$ cat src/rtl/shift_reg_16.sv
// 16-deep complex delay line feeding the MDC FFT butterfly (pairs sample n with n+16).
// Optional synchronous clear port is enabled by defining SHIFT16_CLR_EN.
module shift_reg_16 #(
  parameter int WIDTH = 13,
  parameter int DEPTH = 16
) (
  input  logic             clk,
  input  logic             rst_n,
`ifdef SHIFT16_CLR_EN
  input  logic             clr,
`endif
  input  logic             di_en,
  input  logic [WIDTH-1:0] di_re,
  input  logic [WIDTH-1:0] di_im,
  output logic [WIDTH-1:0] do_re,
  output logic [WIDTH-1:0] do_im,
  output logic             do_full
);

  localparam int            CW       = $clog2(DEPTH + 1);
  localparam logic [CW-1:0] FULL_CNT = CW'(DEPTH);

  // Handshake: di_en is a one-sided accept strobe with no back-pressure; a sample is
  // taken on every rising clk where di_en = 1, and nothing moves when di_en = 0.

  logic [WIDTH-1:0] re_q [DEPTH];
  logic [WIDTH-1:0] re_d [DEPTH];
  logic [WIDTH-1:0] im_q [DEPTH];
  logic [WIDTH-1:0] im_d [DEPTH];
  logic [CW-1:0]    cnt_q;
  logic [CW-1:0]    cnt_d;
  logic             clr_w;

`ifdef SHIFT16_CLR_EN
  assign clr_w = clr;
`else
  assign clr_w = 1'b0;
`endif

  // Clear wins over accept, so a sample presented alongside clr is dropped.
  always_comb begin
    re_d  = re_q;
    im_d  = im_q;
    cnt_d = cnt_q;
    if (clr_w) begin
      for (int k = 0; k < DEPTH; k++) begin
        re_d[k] = '0;
        im_d[k] = '0;
      end
      cnt_d = '0;
    end else if (di_en) begin
      re_d[0] = di_re;
      im_d[0] = di_im;
      for (int k = 1; k < DEPTH; k++) begin
        re_d[k] = re_q[k-1];
        im_d[k] = im_q[k-1];
      end
      if (cnt_q != FULL_CNT) begin
        cnt_d = cnt_q + CW'(1);
      end
    end
  end

  always_ff @(posedge clk or negedge rst_n) begin
    if (!rst_n) begin
      for (int k = 0; k < DEPTH; k++) begin
        re_q[k] <= '0;
        im_q[k] <= '0;
      end
      cnt_q <= '0;
    end else begin
      re_q  <= re_d;
      im_q  <= im_d;
      cnt_q <= cnt_d;
    end
  end

  assign do_re   = re_q[DEPTH-1];
  assign do_im   = im_q[DEPTH-1];
  assign do_full = (cnt_q == FULL_CNT);

endmodule

$ cat config.mk
export PLATFORM = sky130hd
export DESIGN_NAME = shift_reg_16
export DESIGN_NICKNAME = d
export VERILOG_FILES = /design/src/rtl/shift_reg_16.sv
export SDC_FILE = /design/constraint.sdc
export NUM_CORES = 1
export LEC_CHECK = 0
export CELL_PAD_IN_SITES_DETAIL_PLACEMENT = 1
export CELL_PAD_IN_SITES_GLOBAL_PLACEMENT = 1
export CORE_MARGIN = 2
export CORE_UTILIZATION = 50
export DETAILED_ROUTE_END_ITERATION = 8
export GPL_TIMING_DRIVEN = 0
export PLACE_DENSITY = 0.72
export SYNTH_ARGS = -nofsm -noshare
export SYNTH_HDL_FRONTEND = slang
export SYNTH_SLANG_ARGS = --single-unit
$ cat constraint.sdc
create_clock -name clk -period 1.45 [get_ports clk]
set_input_delay 0.435 -clock clk [delete_from_list [all_inputs] [get_ports clk]]
set_output_delay 0.435 -clock clk [all_outputs]
set_load 0.01 [all_outputs]
Word-level counts from Yosys, hierarchy flattened --
Index checks and enable logic that the tools add are counted. W data, S select, Z words.
Operators by class: add/sub/neg operators 1, multiply operators 0, div/mod/pow operators 0, $lt $le $gt $ge 0, equality and inequality tests 2, shift operators 0, mux-type cells 0, bitwise logic cells 0, reduce and logical (&&, ||, !) cells 1
Operators by type and width (count):
- $add A5 B1 Y5 const B | 1
- $eq A5 B5 Y1 const B | 1
- $ne A5 B5 Y1 const B | 1
- $reduce_and A2 Y1 | 1
Storage, ports and cells: register bits after elaboration 421, latch bits 0, memory bits (writable) 0, ROM bits 0, bits of input ports 29, output and inout bits 27, word-level logic and storage cells 37, memories kept 0

Longest topological paths before layout --
Gate-level depths: netlist (run 1).
depth after elaboration 2, depth in mapped cells 5, depth with buffers taken out 5

Worst setup path before layout (run 1) --
OpenSTA, ideal clock, no wires.
path type register -> register, start point register cnt_q[0], end point register cnt_q[1], library setup time 0.125 ns, data arrival time 1.288 ns, required time 1.325 ns, slack 0.037 ns, cell stages (with the launch flop) 6, buffers on the path 0, clock period less this slack 1.413 ns, cell sequence dfrtp_1 > inv_1 > ha_1 > and4bb_1 > nand2b_4 > mux2_4
Between the ends: word-level cells in the longest chain between the ends 2, elaborated cells on any way between the ends 3, classes of those cells 1 x add/sub; 1 x eq/ne; 1 x reduce/logical
Ends and longest elaborated chain:
- from (decl) | line 30 | logic [CW-1:0] cnt_q;
- from (signal assigned) | line 74 | cnt_q <= cnt_d;
- parallel branches: the longest is 2 deep, another holds $add A5 B1 Y5
Several ways; the timed one is not identified. A chain may end at the register's enable or synchronous reset.

Worst setup path in the final report (run 1) --
start point register cnt_q[0], end point output port do_full
Between the ends: word-level cells in the longest chain between the ends 1
Ends and longest elaborated chain:
- $eq A5 B5 Y1 | line 80 | assign do_full = (cnt_q == FULL_CNT);
- to (decl) | line 17 | output logic do_full
Every way passes these cells.

==> flow_metrics.py, run 1 <==
metrics = {
    "sta": {
        "finalSetupViolCount": 24,
        "post-route-period-util": 1.33,
        "slew_viol_final": 0,
        "finalHoldViolCount": 81,
        "hold_ws_ps": -84.6,
        "tightest_slew_ps": 674,
        "period_minus_slack_ps": 1940,
        "rsz0062_at_grt": "yes",
        "tns_ps": -774,
        "fmax_mhz": 517,
        "relSlewSlack": 0.551,
        "finalClockSkew_ps": 10.8,
        "final.setup.worst_slack_ps": -485,
    },
    "drt": {
        "vias_per_cell": 5.16,
        "dr.pass1.iters": 4,
        "postRouteAntennaNets": 0,
        "wl_per_cell_um": 17.2,
        "drc": 0,
        "vias": 7442,
        "finalWirelength_mm": 24.8,
        "drt_iter0_markers": 281,
    },
    "cts": {
        "clock-sinks": 421,
        "cts_tree": "done",
        "cts.path.max_buffers": 3,
        "cts_inserted_buffers": 44,
        "clockRootBuffer": "clkbuf_16",
        "cts.htree.levels": 2,
        "clk-insertion-delay-late_ps": 520,
        "clk_pin_slew_ps": 60,
    },
    "final_layout": {
        "fin_area_um2": 18500,
        "fill_cells": 2776,
        "area_growth_pct": 15.3,
        "final_layout_size_suffix_gt1_frac": 0.418,
        "final_util": 0.586,
        "diodes": 0,
        "fin_nets": 1045,
    },
    "synthesis": {
        "synth_nets": 956,
        "async_reset_ff_frac": 1.00,
        "synth_edf_count": 0,
        "synthesis.area_um2": 16100,
        "synth.area.top_cells": "dfrtp_1, mux2_2, mux2_1",
        "synthDistinctLibCells": 15,
        "yosysSeqAreaShare": 0.655,
        "synth_top_area_share": 0.655,
        "synth-seq-cells": 421,
        "synthFlopType": "dfrtp_1",
        "syn_avg_cell_area_um2": 17.4,
        "syn_inst": 925,
        "ys_warn_count": 0,
        "yosysTopAreaCell": "dfrtp_1",
    },
    "placed_design": {
        "io_buffers": 54,
        "place_congestion": 0.686,
        "dp_hpwl_mm": 16.2,
        "placed_area_um2": 17200,
    },
    "global_routing": {
        "grt-ovfl-total": 0,
        "grt_pass1_wl_mm": 43.5,
        "antenna_found_initial": 0,
        "grt_max_degree": 127,
        "grtUsageTotal": 0.158,
        "met2_usage": 0.256,
        "grt_pass1_vias": 8282,
        "use_met1": 0.224,
        "grt_use_met3": 0.0300,
        "grt_busiest_layer": "met2",
    },
    "floorplan": {
        "rows": 65,
        "ios": 56,
        "die_height_um": 183,
        "die_width_um": 183,
        "die-area_um2": 33600,
        "start_util": 0.508,
        "core_um2": 31600,
    },
    "power_and_ir_drop": {
        "seq_power_share": 0.521,
        "p_leak_nw": 8.16,
        "powerDensity_nw_per_um2": 1930,
        "power.share.combinational": 0.177,
        "p_int_mw": 27.1,
        "power_frac_clock": 0.301,
        "p_sw_frac": 0.241,
        "netSwitchingPower_mw": 8.60,
        "peakVddDrop_mv": 0.946,
        "finalPower_mw": 35.7,
    },
    "critical_path": {
        "end_kind": "output pin",
        "slowest_delay_ps": 380,
        "crit_path_max_fanout": 3,
        "crit_required_ps": 1020,
        "arrival_ps": 1500,
        "startpoint_type": "flop",
        "critical-path-slowest-cell": "dfrtp_1",
        "path_cells": "inv_1, ha_1, and4bb_2, buf_6",
        "path_class": "flop to output pin",
    },
    "outcome": {
        "status": "finished with violations",
        "violations": "hold timing, setup timing",
    },
    "flow_run": {
        "cap_violations": 0,
    },
    "worst_hold_path": {
        "hold_path_class": "input port to async pin",
    },
}
## sequential cells by signal, indices dropped and copies added, names as in the netlist
register and flops:
im_q 195, re_q 195, do_im 13, do_re 13, cnt_q 5
## Yosys cell counts, types with 2 or more instances
| cell | n |
|---|---|
| mux2_1 | 136 |
| xnor2_1 | 3 |
| inv_1 | 2 |
| buf_4 | 26 |
| nand4_1 | 2 |
| mux2_2 | 280 |
| ha_1 | 2 |
| buf_6 | 47 |
| dfrtp_1 | 421 |
## power groups by stage
stage | Sequential, mW | Combinational (mW) | Clock (mW)
2_1_floorplan | 17.8 | 5.02 | 0
3_3_place_gp | 18.7 | 6.23 | 0
3_5_place_dp | 18.8 | 6.61 | 0
4_1_cts | 18.7 | 6.42 | 11.1
5_1_grt | 19.4 | 7.00 | 11.6
6_report | 18.6 | 6.33 | 10.8
## metrics by stage
stage | setup WS (ps) | instances | hold slack, ps
3_5_place_dp | -432 | 1384 | 470
3_3_place_gp | -18290 | 1381 | 459
5_1_grt | -563 | 1441 | -42.8
2_1_floorplan | 36.7 | 925 | 139
6_report | -485 | 1441 | -84.6
4_1_cts | -514 | 1437 | -57.4
## placed cells by master (no fill, tap or decap)
cell type and count:
bufinv_16 1, xnor2_1 3, clkbuf_8 14, buf_4 12
xor2_1 1, mux2_4 1, clkinvlp_4 1, nor2_1 1
dfrtp_1 421, buf_16 3, buf_6 74, and4bb_2 1
clkbuf_16 45, clkdlybuf4s50_1 26, nand4_1 2, mux2_2 280
ha_1 2, inv_1 2, buf_8 1, clkbuf_1 10
nand2_1 1, nand2b_4 1, mux2_1 136
## critical path, delay by kind of cell, from the launching register on
kind	cells	cell delay, ps
DFF	1	380
and+or+nand+nor	1	280
buffers and inverters	2	180
adders and majority gates	1	140
## final timing paths
check | from | endpoint | slack [ps] | cells after the start
max | cnt_q[0] | do_full | -490 | 4
min | rst_n | re_q[19] | -80 | 1
max reg2reg | cnt_q[0] | cnt_q[1] | 30 | 5
min reg2reg | cnt_q[4] | cnt_q[4] | 480 | 1
max in group asynchronous | rst_n | re_q[129] | 500 | 2
min in group clk | di_en | cnt_q[0] | 220 | 3
## area by class of cell
class                           instances  area (um2)  area share
Inverter                                2        7.51    0.000405
Sequential cell                       421       10500       0.569
Clock buffer                           69        1360      0.0732
Timing Repair Buffer                   69         752      0.0406
Tap cell                              402         503      0.0271
Clock inverter                          2        37.5     0.00203
Buffer                                 47         529      0.0286
Multi-Input combinational cell        429        4810       0.259
## layer usage
layer  vias to the layer above  routed length [um]
li1                       3393                   -
met1                      3931               11600
met2                        90               11900
met3                        28                 866
met4                         0                 421
met5                         -                   0
## what timing repair did
action,CTS,global route
buffers inserted,8,4
hold endpoints to repair,81,63
resized for setup,136,0
endpoints found under the setup margin,28,28
## logic make-up (layout without fill, tap and decap cells)
| kind of cell | count (synthesis) | count (layout) | share of synthesized area |
|---|---|---|---|
| mux | 417 | 417 | 0.292 |
| xor+xnor | 4 | 4 | 0.00218 |
| buf+inv | 75 | 189 | 0.0455 |
| simple gates | 6 | 6 | 0.00288 |
| flops | 421 | 421 | 0.655 |
| fa+ha+maj | 2 | 2 | 0.00156 |
No activity file was read; power rests on OpenSTA's default activity.
==> run 2, diff against run 1 <==
ABC_AREA = 1   (was not set)
CORE_UTILIZATION = 48   (was 50)
PLACE_DENSITY = 0.75   (was 0.72)
==> run 2 against run 1 <==
  * The run still ends with hold timing, setup timing left
  * Synthesized area is 0.99% lower
  * Global-route usage is 6.4 points higher
  * Worst hold slack worse by 87 ps
  * Core utilization is 1.7 points lower
  * Sequential share of layout area is 0.11 points lower
  * Clock skew is 9.0 ps higher
  * Critical path depth is 3 higher
  * Critical endpoint unchanged
==> flow_metrics.py, run 2 <==
metrics = {
    "outcome": {
        "status": "finished with violations",
        "violations": "hold timing, setup timing",
    },
    "final_layout": {
        "final-seq-area_um2": 10500,
        "top_regs": "im_q (195), re_q (195)",
        "fill_cells": 3648,
        "fin_area_um2": 18600,
        "layout_commonest_cell": "dfrtp_1",
        "final_layout_size_suffix_gt1_frac": 0.126,
        "final_cell_mix": "dfrtp_1, nand2_1, nor2_1",
        "diodes": 0,
        "fin_nets": 1741,
        "multi_input_area_um2": 3780,
        "final_cells": 2181,
        "area_growth_pct": 16.6,
    },
    "placed_design": {
        "dpl.cell_count": 2110,
        "pre_cts_slack_ps": -641,
        "placed_area_um2": 17100,
        "io_buffers": 54,
        "dp_hpwl_mm": 23.9,
        "place_congestion": 0.727,
    },
    "synthesis": {
        "synthFlopType": "dfrtp_1",
        "yosysMostFrequentCell": "dfrtp_1",
        "syn_inst": 1611,
        "synth.area.top_cells": "dfrtp_1, a21oi_1, o21ai_0",
        "synth_edf_count": 0,
        "synthesis.area_um2": 15900,
        "synth-seq-cells": 421,
        "yosys-top-cells-count": "dfrtp_1, nand2_1, inv_1",
        "synthDistinctLibCells": 13,
        "synth_nets": 1642,
        "yosysTopAreaCell": "dfrtp_1",
        "yosysSeqAreaShare": 0.662,
        "async_reset_ff_frac": 1.00,
        "synth_top_area_share": 0.662,
        "ys_warn_count": 0,
        "syn_avg_cell_area_um2": 9.88,
    },
    "global_routing": {
        "grt_pass1_wl_mm": 61.7,
        "grt_pass1_vias": 12400,
        "grtUsageTotal": 0.222,
        "grt_max_degree": 117,
        "antenna_found_initial": 0,
        "grt-ovfl-total": 0,
    },
    "critical_path": {
        "critical-path-slowest-cell": "dfrtp_1",
        "cpMostUsedCell": "inv_2",
        "crit_path_max_fanout": 2,
        "path_cells": "inv_2, ha_4, nand2_2, inv_2, nand2_2, inv_2, buf_6",
        "startpoint": "cnt_q[0]",
        "reg2reg_slack_ps": 270,
        "slowest_delay_ps": 390,
        "path_class": "flop to output pin",
        "arrival_ps": 1460,
        "crit_required_ps": 1020,
        "startpoint_type": "flop",
        "worstReg2RegStart": "cnt_q[1]",
        "worstReg2RegEnd": "cnt_q[0]",
        "end_kind": "output pin",
        "r2r_cells": 9,
    },
    "drt": {
        "postRouteAntennaNets": 0,
        "met1_length_mm": 16.5,
        "dr.pass1.iters": 4,
        "drc": 0,
        "vias": 11000,
        "maxUsedRoutingLayer": "met4",
        "wl_met3_um": 970,
        "finalWirelength_mm": 36.9,
        "wl_per_cell_um": 16.9,
        "vias_per_cell": 5.06,
        "wl_met2_mm": 18.7,
        "drt_iter0_markers": 509,
    },
    "cts": {
        "cts.htree.levels": 2,
        "clockRootBuffer": "clkbuf_16",
        "clock-sinks": 421,
        "cts_inserted_buffers": 44,
        "cts_tree": "done",
        "clk_pin_slew_ps": 60,
        "clk-insertion-delay-late_ps": 550,
        "cts.path.max_buffers": 3,
    },
    "floorplan": {
        "die_width_um": 186,
        "die-area_um2": 34600,
        "ios": 56,
        "core_um2": 32600,
        "rows": 66,
        "start_util": 0.488,
        "die_height_um": 186,
    },
    "power_and_ir_drop": {
        "p_leak_nw": 9.01,
        "powerDensity_nw_per_um2": 1560,
        "peakVddDrop_mv": 1.13,
    },
    "sta": {
        "finalHoldViolCount": 87,
        "final.setup.worst_slack_ps": -445,
        "post-route-period-util": 1.31,
        "tightest_slew_ps": 609,
        "slew_viol_final": 0,
        "period_minus_slack_ps": 1890,
        "relSlewSlack": 0.594,
        "rsz0062_at_grt": "yes",
        "hold_ws_ps": -172,
        "finalSetupViolCount": 27,
        "finalClockSkew_ps": 19.8,
        "fmax_mhz": 528,
    },
    "flow_run": {
        "cap_violations": 0,
    },
    "worst_hold_path": {
        "hold_path_class": "input port to async pin",
    },
}
## run 2: layer usage
metal  track usage  up-vias
met5             0        -
met4        0.0535        0
met3        0.0319       57
met2         0.393       95
met1         0.290     5699
li1              -     5194
## run 2: cells by family after synthesis
| group | Yosys count | share of synthesized area |
|---|---|---|
| and+or+nand+nor | 438 | 0.104 |
| xor gates and xnor gates | 1 | 0.000550 |
| adders and majority gates | 2 | 0.00157 |
| AOI/OAI and AO/OA | 416 | 0.131 |
| buffers and inverters | 333 | 0.101 |
| DFF | 421 | 0.662 |
## run 2: cell type report
class / count / area share
Sequential cell: 421 / 0.568
Multi-Input combinational cell: 857 / 0.204
Clock buffer: 64 / 0.0699
Timing Repair Buffer: 79 / 0.0454
Inverter: 214 / 0.0433
Buffer: 93 / 0.0331
Tap cell: 442 / 0.0298
Clock inverter: 11 / 0.00714
## run 2: worst max-delay path by stage
stage                            to  slack [ps]  depth (start not counted)
after floorplan             do_full         140                          6
after global placement    do_re[10]      -18350                          1
after detailed placement  do_re[11]        -640                          3
after CTS                   do_full        -470                          7
after global routing        do_full        -520                          7
final                       do_full        -440                          7
## run 2: power breakdown
group / switching, mW / internal [mW]
sequential: 0.822 / 13.4
clock: 4.51 / 6.70
combinational: 2.11 / 1.37
## run 2: worst max-delay path, delay by kind of cell, from the launching register on
family / cells / cell delay (ps)
buffers and inverters: 4 / 290
DFF: 1 / 390
adders and majority gates: 1 / 130
and+or+nand+nor: 2 / 110
## run 2: timing repair
action | in CTS | in global routing
pin swaps | 1 | 1
endpoints found under the setup margin | 141 | 130
setup buffers | 16 | 5
gates cloned | 0 | 1
endpoints found under the hold margin | 87 | 87
gates resized for setup | 147 | 2
## run 2: per-stage QoR
step                      TNS [ps]   util  power [mW]
after detailed placement    -82590  0.524        17.8
final                        -1550  0.569        28.9
after global placement    -7708730  0.521        17.5
after global routing         -2610  0.569        30.4
after floorplan                  0      -        16.3
after CTS                    -2260  0.567        29.2
